==> src/rtl/vend_ctrl.sv <==
// Vending sequencer: coin credit, priced selection, dispense handshake and unit change return.
// Optional VEND_CTRL_TIMEOUT_REFUND_EN adds an inactivity auto-refund after TIMEOUT cycles.
module vend_ctrl #(
  parameter int unsigned PRICE0   = 3,
  parameter int unsigned PRICE1   = 4,
  parameter int unsigned PRICE2   = 5,
  parameter int unsigned PRICE3   = 6,
  parameter int unsigned CREDIT_W = 4,
  parameter int unsigned TIMEOUT  = 1000
) (
  input  logic                clk,
  input  logic                reset_n,
  input  logic [1:0]          coin_in,
  input  logic                sel_valid,
  input  logic [1:0]          sel,
  input  logic                cancel,
  input  logic                dispense_ready,
  output logic                dispense_valid,
  output logic [1:0]          dispense_id,
  output logic                change_out,
  output logic [CREDIT_W-1:0] credit,
  output logic                coin_rej,
  output logic                busy
);

  localparam int unsigned SumW = CREDIT_W + 1;

  typedef enum logic [1:0] {StIdle, StCredit, StVend, StChange} state_e;

  state_e              state_q, state_d;
  logic [CREDIT_W-1:0] credit_q, credit_d;
  logic [1:0]          id_q, id_d;
  logic                rej_q, rej_d;
  logic [CREDIT_W-1:0] price;
  logic                coin_ok;
  logic [SumW-1:0]     coin_sum;
  logic                coin_fits;
  logic                activity;
  logic                timeout_hit;

  always_comb begin
    price = '0;
    unique case (sel)
      2'd0: price = CREDIT_W'(PRICE0);
      2'd1: price = CREDIT_W'(PRICE1);
      2'd2: price = CREDIT_W'(PRICE2);
      2'd3: price = CREDIT_W'(PRICE3);
    endcase
  end

  assign coin_ok   = (coin_in == 2'b01) || (coin_in == 2'b10);
  // One extra bit so the overflow test sees the carry.
  assign coin_sum  = {1'b0, credit_q} + SumW'(coin_in);
  assign coin_fits = coin_sum <= {1'b0, {CREDIT_W{1'b1}}};
  assign activity  = (coin_in != 2'b00) || sel_valid || cancel;

`ifdef VEND_CTRL_TIMEOUT_REFUND_EN
  localparam int unsigned CntW = (TIMEOUT > 1) ? $clog2(TIMEOUT) : 1;

  logic [CntW-1:0] idle_cnt_q, idle_cnt_d;

  assign timeout_hit = (state_q == StCredit) && !activity && (idle_cnt_q == CntW'(TIMEOUT - 1));

  always_comb begin
    idle_cnt_d = '0;
    if ((state_q == StCredit) && (state_d == StCredit) && !activity) begin
      idle_cnt_d = idle_cnt_q + CntW'(1);
    end
  end

  always_ff @(posedge clk or negedge reset_n) begin
    if (!reset_n) begin
      idle_cnt_q <= '0;
    end else begin
      idle_cnt_q <= idle_cnt_d;
    end
  end
`else
  logic unused_timeout;
  assign unused_timeout = ^TIMEOUT;
  assign timeout_hit    = 1'b0;
`endif

  always_comb begin
    state_d  = state_q;
    credit_d = credit_q;
    id_d     = id_q;
    rej_d    = 1'b0;
    unique case (state_q)
      StIdle: begin
        if (coin_ok && coin_fits) begin
          credit_d = coin_sum[CREDIT_W-1:0];
          state_d  = StCredit;
        end else if (coin_in != 2'b00) begin
          rej_d = 1'b1;
        end
      end
      StCredit: begin
        if (cancel || timeout_hit) begin
          state_d = StChange;
          rej_d   = coin_in != 2'b00;
        end else if (sel_valid && (credit_q >= price)) begin
          credit_d = credit_q - price;
          id_d     = sel;
          state_d  = StVend;
          rej_d    = coin_in != 2'b00;
        end else if (coin_ok && coin_fits) begin
          credit_d = coin_sum[CREDIT_W-1:0];
        end else if (coin_in != 2'b00) begin
          rej_d = 1'b1;
        end
      end
      StVend: begin
        rej_d = coin_in != 2'b00;
        if (dispense_ready) begin
          state_d = (credit_q != '0) ? StChange : StIdle;
        end
      end
      StChange: begin
        rej_d = coin_in != 2'b00;
        if (credit_q != '0) begin
          credit_d = credit_q - CREDIT_W'(1);
          if (credit_q == CREDIT_W'(1)) begin
            state_d = StIdle;
          end
        end else begin
          state_d = StIdle;
        end
      end
      default: state_d = StIdle;
    endcase
  end

  always_ff @(posedge clk or negedge reset_n) begin
    if (!reset_n) begin
      state_q  <= StIdle;
      credit_q <= '0;
      id_q     <= '0;
      rej_q    <= 1'b0;
    end else begin
      state_q  <= state_d;
      credit_q <= credit_d;
      id_q     <= id_d;
      rej_q    <= rej_d;
    end
  end

  assign dispense_valid = state_q == StVend;
  assign dispense_id    = id_q;
  assign change_out     = (state_q == StChange) && (credit_q != '0);
  assign credit         = credit_q;
  assign coin_rej       = rej_q;
  assign busy           = (state_q == StVend) || (state_q == StChange);

endmodule

==> config.mk <==
export PLATFORM = sky130hd
export DESIGN_NAME = vend_ctrl
export DESIGN_NICKNAME = d
export VERILOG_FILES = /design/src/rtl/vend_ctrl.sv
export SDC_FILE = /design/constraint.sdc
export NUM_CORES = 1
export LEC_CHECK = 0
export CORE_MARGIN = 4
export CORE_UTILIZATION = 50
export DETAILED_ROUTE_END_ITERATION = 8
export PLACE_DENSITY_LB_ADDON = 0.2
export SLEW_MARGIN = 40
export SYNTH_ARGS = -nofsm -noshare
export SYNTH_HDL_FRONTEND = slang
export SYNTH_SLANG_ARGS = --single-unit
==> constraint.sdc <==
create_clock -name clk -period 2.9 [get_ports clk]
set_input_delay 0.87 -clock clk [delete_from_list [all_inputs] [get_ports clk]]
set_output_delay 0.87 -clock clk [all_outputs]
set_load 0.02 [all_outputs]
==> flow_metrics.tcl, run 1 <==
set metrics [dict create \
    status "finished clean" \
    grt_pass1_vias 945 \
    dieArea_sq_um 2650 \
    synth_compound_area_share_pct 27.2 \
    muxShareOfSynthArea_pct 1.06 \
    synth_common_cells "inv_1 (12), ha_1 (10), dfrtp_1 (9), nor2_1 (9), o21ai_1 (8)" \
    finalWirelength_um 2620 \
    ys.flop_type "dfrtp_1" \
    clock_skew_ns 0.00180 \
    synth_top_area_share_pct 23.8 \
    final_max_slew_viol_count 0 \
    dr.first_iter.drc_count 46 \
    dp_hpwl_um 1850 \
    finalSetupViolations 0 \
    detail_route.vias_per_cell 5.70 \
    yosysUniqueCellTypes 43 \
    n_fill_cell 134 \
    ff_latch_area_sq_um 225 \
    crit_path_start_kind "input pin" \
    die_h_um 51.5 \
    num_antenna_cells 0 \
    cts_buffers 3 \
    first_pass_iters 4 \
    grt_usage_pct 21.0 \
    ys_seq_area_share_pct 23.8 \
    relSlewSlack_pct 71.3 \
    worst_pin_slew_ns 0.429 \
    stdcell_count 175 \
    rsz0062_at_grt "false" \
    max_cap_violations 0 \
    synth.most_common_cell "inv_1" \
    ant_nets 0 \
    grt_pass1_wl_um 4130 \
    netlist_top_cells_area "dfrtp_1 (24%), ha_1 (13%), inv_1 (4.8%), fa_1 (4.2%), o21ai_1 (4.2%)" \
    antenna_found_initial 0 \
    synth-edff-count 0 \
    hold_class "flip-flop to flip-flop" \
    yosys_warnings 0 \
    core_sq_um 1760 \
    p_leak_nw 0.622 \
    clockRootBuffer "clkbuf_4" \
    final_nets 172 \
    synthSimpleGateAreaFrac_pct 21.3 \
    synth_fp_nets 136 \
    postSynthCellCount 115 \
    dp.cells 168 \
    synth_top_family_by_area "compound AO/OA/AOI/OAI gates" \
    finalHoldViolations 0 \
    clock_sinks 9 \
    postLayoutCoreUtil_pct 76.4 \
    vdd_drop_max_v 0.000548 \
    start_util_pct 53.6 \
    cts_hold_buf 0 \
    via_count 997 \
    clock_path_buffers 2 \
    synthXorXnorAreaFrac_pct 0.926 \
    fp.dieW_um 51.5 \
    synthAdderAreaFrac_pct 17.5 \
    synthToLayoutAreaGrowth_pct 42.5 \
    synth_top_area_cell "dfrtp_1" \
    portBuffers 18 \
    clk_latency_ns 0.26 \
    worst_setup_path_end_kind "flip-flop" \
    syn-cell-area_sq_um 946 \
    fmax_mhz 354 \
    power_w 0.00147 \
    htree_levels 1 \
    powerDensity_nw_per_um2 1090 \
    ios 19 \
    synth.avg_cell_area_sq_um 8.23 \
    wire_per_inst_um 14.9 \
    crit_type "input pin to flip-flop" \
    required_ns 3.04 \
    drc 0 \
    fp-row-count 15 \
    timing.final.crit_share_pct 97.3 \
    synthArstFlopShare_pct 100 \
    grt_max_degree 18 \
    fin_crit_ns 2.82 \
    ys_ff_latch 9 \
    cts_tree "yes" \
    multi_input_comb_area_sq_um 701 \
    drive_gt1_share_pct 26.0 \
    gr-total-overflow 0 \
    cts.clk_slew.worst_paths_ns 0.06 \
    cp.arrival_ns 2.96 \
    crit_fanout 4 \
    place_congestion 0.870 \
]
[path summary, 6_finish.rpt]
kind                                            start                    endpoint  slack [ns]  depth (start not counted)
setup / recovery                               sel[1]       credit[0]$_DFFE_PN0P_        0.08                         12
hold reg to reg            dispense_id[1]$_DFFE_PN0P_  dispense_id[1]$_DFFE_PN0P_        0.49                          2
hold / removal             dispense_id[1]$_DFFE_PN0P_  dispense_id[1]$_DFFE_PN0P_        0.49                          2
setup reg to reg                credit[0]$_DFFE_PN0P_       credit[0]$_DFFE_PN0P_        0.56                          9
max in group asynchronous                     reset_n       credit[2]$_DFFE_PN0P_        1.69                          1
min in group asynchronous                     reset_n       credit[3]$_DFFE_PN0P_        0.91                          1
[cell type report]
type                            instances  area share, %
Sequential cell                         9           16.7
Timing Repair Buffer                   37           23.7
Clock buffer                            4           1.95
Inverter                               12           3.34
Multi-Input combinational cell         88           52.0
Tap cell                               25           2.32
[repair_timing]
action | CTS | global route
endpoints found under the hold margin | 0 | 0
setup endpoints to repair | 10 | 7
setup buffers | 1 | 2
pin swaps | 6 | 10
resized for setup | 9 | 15
[cells in the final DEF, fill, tap and decap left out, types with 2 or more instances in the layout]
cell and count:
nor2b_1 5, o21ai_1 8, nor2_1 9, nand3_1 3
inv_2 3, clkbuf_4 3, dfrtp_1 9, and2_1 2
buf_4 18, ha_4 3, inv_1 9, clkbuf_2 2
fa_2 2, a21oi_1 6, clkdlybuf4s50_1 15, a211o_1 2
nand2_1 7, ha_1 6, nor3_1 2, o21ai_0 5
[where the power goes]
group / leakage (nW) / internal, W / total (W) / switching (W)
clock network: 0.0150 / 0.0000531 / 0.0000971 / 0.0000441
logic: 0.498 / 0.000530 / 0.00115 / 0.000617
registers: 0.108 / 0.000188 / 0.000223 / 0.0000343
total: 0.622 / 0.000771 / 0.00147 / 0.000696
[flip-flops by register name (all words and copies together) (netlist names)]
name and flops:
credit 4, dispense_id 2, state_q 2, coin_rej 1
[per-layer routing]
metal	vias up	GRT usage [%]	share of wire, %
met4	0	13.1	3.5
met1	467	27.6	43
li1	481	-	-
met3	10	1.72	4.7
met2	39	33.1	48
met5	-	0	0
[worst max-delay path, stage by stage]
cell and delay, ns:
clkbuf_2 0.12, inv_2 0.09, ha_4 0.14, or2_4 0.11, ha_4 0.12, inv_2 0.04, fa_2 0.34, a211o_1 0.35
o21a_1 0.26, a22o_1 0.23, a32oi_1 0.19, o21ai_1 0.09
[metrics by stage]
| stage | hold slack [ns] | worst slack [ns] | area, sq um | TNS, ns |
|---|---|---|---|---|
| global route | 0.533 | 0.00600 | 1350 | 0 |
| floorplan | 0.574 | 0.00789 | 946 | 0 |
| detailed placement | 0.477 | -0.552 | 1240 | -4.17 |
| finish | 0.491 | 0.0790 | 1350 | 0 |
| global placement | 0.474 | -0.450 | 1240 | -3.46 |
| CTS | 0.491 | 0.0115 | 1290 | 0 |
[cells by family after synthesis]
kind of cell	Yosys count
multiplexers	1
AND/OR/NAND/NOR	37
adder cells (fa/ha/maj)	12
flip-flops	9
buffers and inverters	18
XOR/XNOR	1
AO/OA/AOI/OAI	37
Note: power is estimated with default switching activity, not from simulation.
==> run 2: changes to the inputs <==
==> constraint.sdc (replaced) <==
create_clock -name clk -period 2.9 [get_ports clk]
set_input_delay 0.58 -clock clk [delete_from_list [all_inputs] [get_ports clk]]
set_output_delay 0.58 -clock clk [all_outputs]
set_load 0.05 [all_outputs]
==> run 2 against run 1 <==
Net effect: clock power decreased by 2.2%; hold slack got worse by 0.0086 ns; critical path depth unchanged; largest cell class unchanged; clock-buffer cell count unchanged; flip-flop and latch count unchanged; register-to-register slack got worse by 0.05 ns; worst setup slack improved by 0.27 ns; fmax increased by 11%; sequential power increased by 47%; sequential share of layout area increased by 1.7 points; power increased by 1.2%.
==> flow_metrics.tcl, run 2 (synthesized netlist as in run 1, its figures left out) <==
set metrics [dict create \
    stdcell_count 164 \
    core_sq_um 1760 \
    clock_skew_ns 0.00334 \
    rr_startpoint "credit[0]$_DFFE_PN0P_" \
    crit_type "input pin to flip-flop" \
    final_cell_area_sq_um 1220 \
    max_cap_violations 0 \
    place_congestion 0.853 \
    detail_route.vias_per_cell 5.64 \
    required_ns 3.04 \
    dieArea_sq_um 2650 \
    grt_max_degree 19 \
    start_util_pct 53.6 \
    postLayoutCoreUtil_pct 69.3 \
    pre_cts_slack_ns -0.283 \
    timing.final.crit_share_pct 87.8 \
    num_antenna_cells 0 \
    die_h_um 51.5 \
    min_delay_worst_endpoint "dispense_id[1]$_DFFE_PN0P_" \
    rsz0062_at_grt "false" \
    htree_levels 1 \
    fmax_mhz 393 \
    portBuffers 18 \
    final_nets 161 \
    relSlewSlack_pct 66.5 \
    ant_nets 0 \
    crit_path_start_kind "input pin" \
    synthToLayoutAreaGrowth_pct 29.2 \
    hold_class "flip-flop to flip-flop" \
    fin_crit_ns 2.55 \
    rrSetupSlack_ns 0.51 \
    first_pass_iters 4 \
    cts_hold_buf 0 \
    grt_usage_pct 19.5 \
    largest_register_ffs 4 \
    dpl-instance-area_sq_um 1170 \
    gr-total-overflow 0 \
    cts_tree "yes" \
    status "finished clean" \
    clk_latency_ns 0.26 \
    clock_path_buffers 2 \
    worst_pin_slew_ns 0.501 \
    dp_hpwl_um 1820 \
    reg2reg_to "state_q[0]$_DFFE_PN0P_" \
    finalWirelength_um 2320 \
    clockRootBuffer "clkbuf_4" \
    min-delay-start "dispense_id[1]$_DFFE_PN0P_" \
    clock_sinks 9 \
    finalSetupViolations 0 \
    final_max_slew_viol_count 0 \
    ios 19 \
    r2r_cells 9 \
    dr.first_iter.drc_count 22 \
    wire_per_inst_um 14.1 \
    fp.dieW_um 51.5 \
    worst_setup_path_end_kind "flip-flop" \
    holdPathStages 2 \
    drive_gt1_share_pct 16.5 \
    grt_pass1_wl_um 3930 \
    drc 0 \
    cp.arrival_ns 2.69 \
    layout_commonest_cell "clkdlybuf4s50_1" \
    finalWorstSetupSlack_ns 0.353 \
    cts_buffers 3 \
    finalHoldViolations 0 \
    grt_pass1_vias 907 \
    crit_fanout 5 \
    powerDensity_nw_per_um2 1210 \
    dp.cells 159 \
    cts.clk_slew.worst_paths_ns 0.06 \
    vdd_drop_max_v 0.000832 \
    p_leak_nw 0.569 \
    fin_setup_tns_ns 0 \
    via_count 925 \
    fp-row-count 15 \
    antenna_found_initial 0 \
]
[run 2: cell types whose count changed in the layout (fill, tap and decap cells not counted), sizes merged]
cell          delta
buf             -10
clkbuf           -2
dlymetal6s2s     +1
[run 2: area by class of cell]
| type | instances | area, sq um |
|---|---|---|
| fill | 165 | 542 |
| sequential | 9 | 225 |
| multi-input combinational | 88 | 652 |
| inverter | 12 | 45.0 |
| tap | 25 | 31.3 |
| clock buffer | 4 | 26.3 |
| timing repair buffer | 26 | 243 |
[run 2: worst max path at each step]
stage                                from                endpoint  cells after the start
floorplan           credit[1]$_DFFE_PN0P_   credit[3]$_DFFE_PN0P_                      7
global placement                   sel[0]  state_q[0]$_DFFE_PN0P_                     12
detailed placement                 sel[0]  state_q[0]$_DFFE_PN0P_                     12
CTS                                sel[0]   credit[3]$_DFFE_PN0P_                     12
global route                       sel[0]  state_q[0]$_DFFE_PN0P_                     12
finish                             sel[0]  state_q[0]$_DFFE_PN0P_                     12
[run 2: routing by layer]
layer	vias to the layer above	track usage (%)	routed length, um
met4	0	9.17	27
met2	22	33.9	1150
met5	-	0	0
li1	464	-	-
met1	437	24.2	1070
met3	2	1.72	78
[run 2: report_power, final]
group          switching (W)  internal [W]  leakage [nW]
logic               0.000621      0.000441         0.445
clock network      0.0000421     0.0000529        0.0150
registers           0.000140      0.000187         0.108
total               0.000804      0.000681         0.569
[run 2: critical path: stages]
cell and delay [ns]:
dlymetal6s2s_1 0.13, inv_2 0.07, ha_2 0.17, or2_2 0.10, ha_1 0.15, inv_2 0.05
fa_2 0.33, a211o_1 0.35, o21ai_4 0.24, a221o_1 0.26, nor2b_1 0.07, o22a_1 0.18
[run 2: timing repair]
item / CTS / global route
setup endpoints to repair: 3 / 6
setup buffers: 0 / 1
gates resized for setup: 2 / 7
pin swaps: 4 / 5
[run 2: stage by stage]
stage	total power, W	hold WS, ns
after global routing	0.00159	0.535
final	0.00148	0.482
after floorplan	0.00106	0.284
after CTS	0.00147	0.490
after detailed placement	0.00136	0.478
after global placement	0.00134	0.473
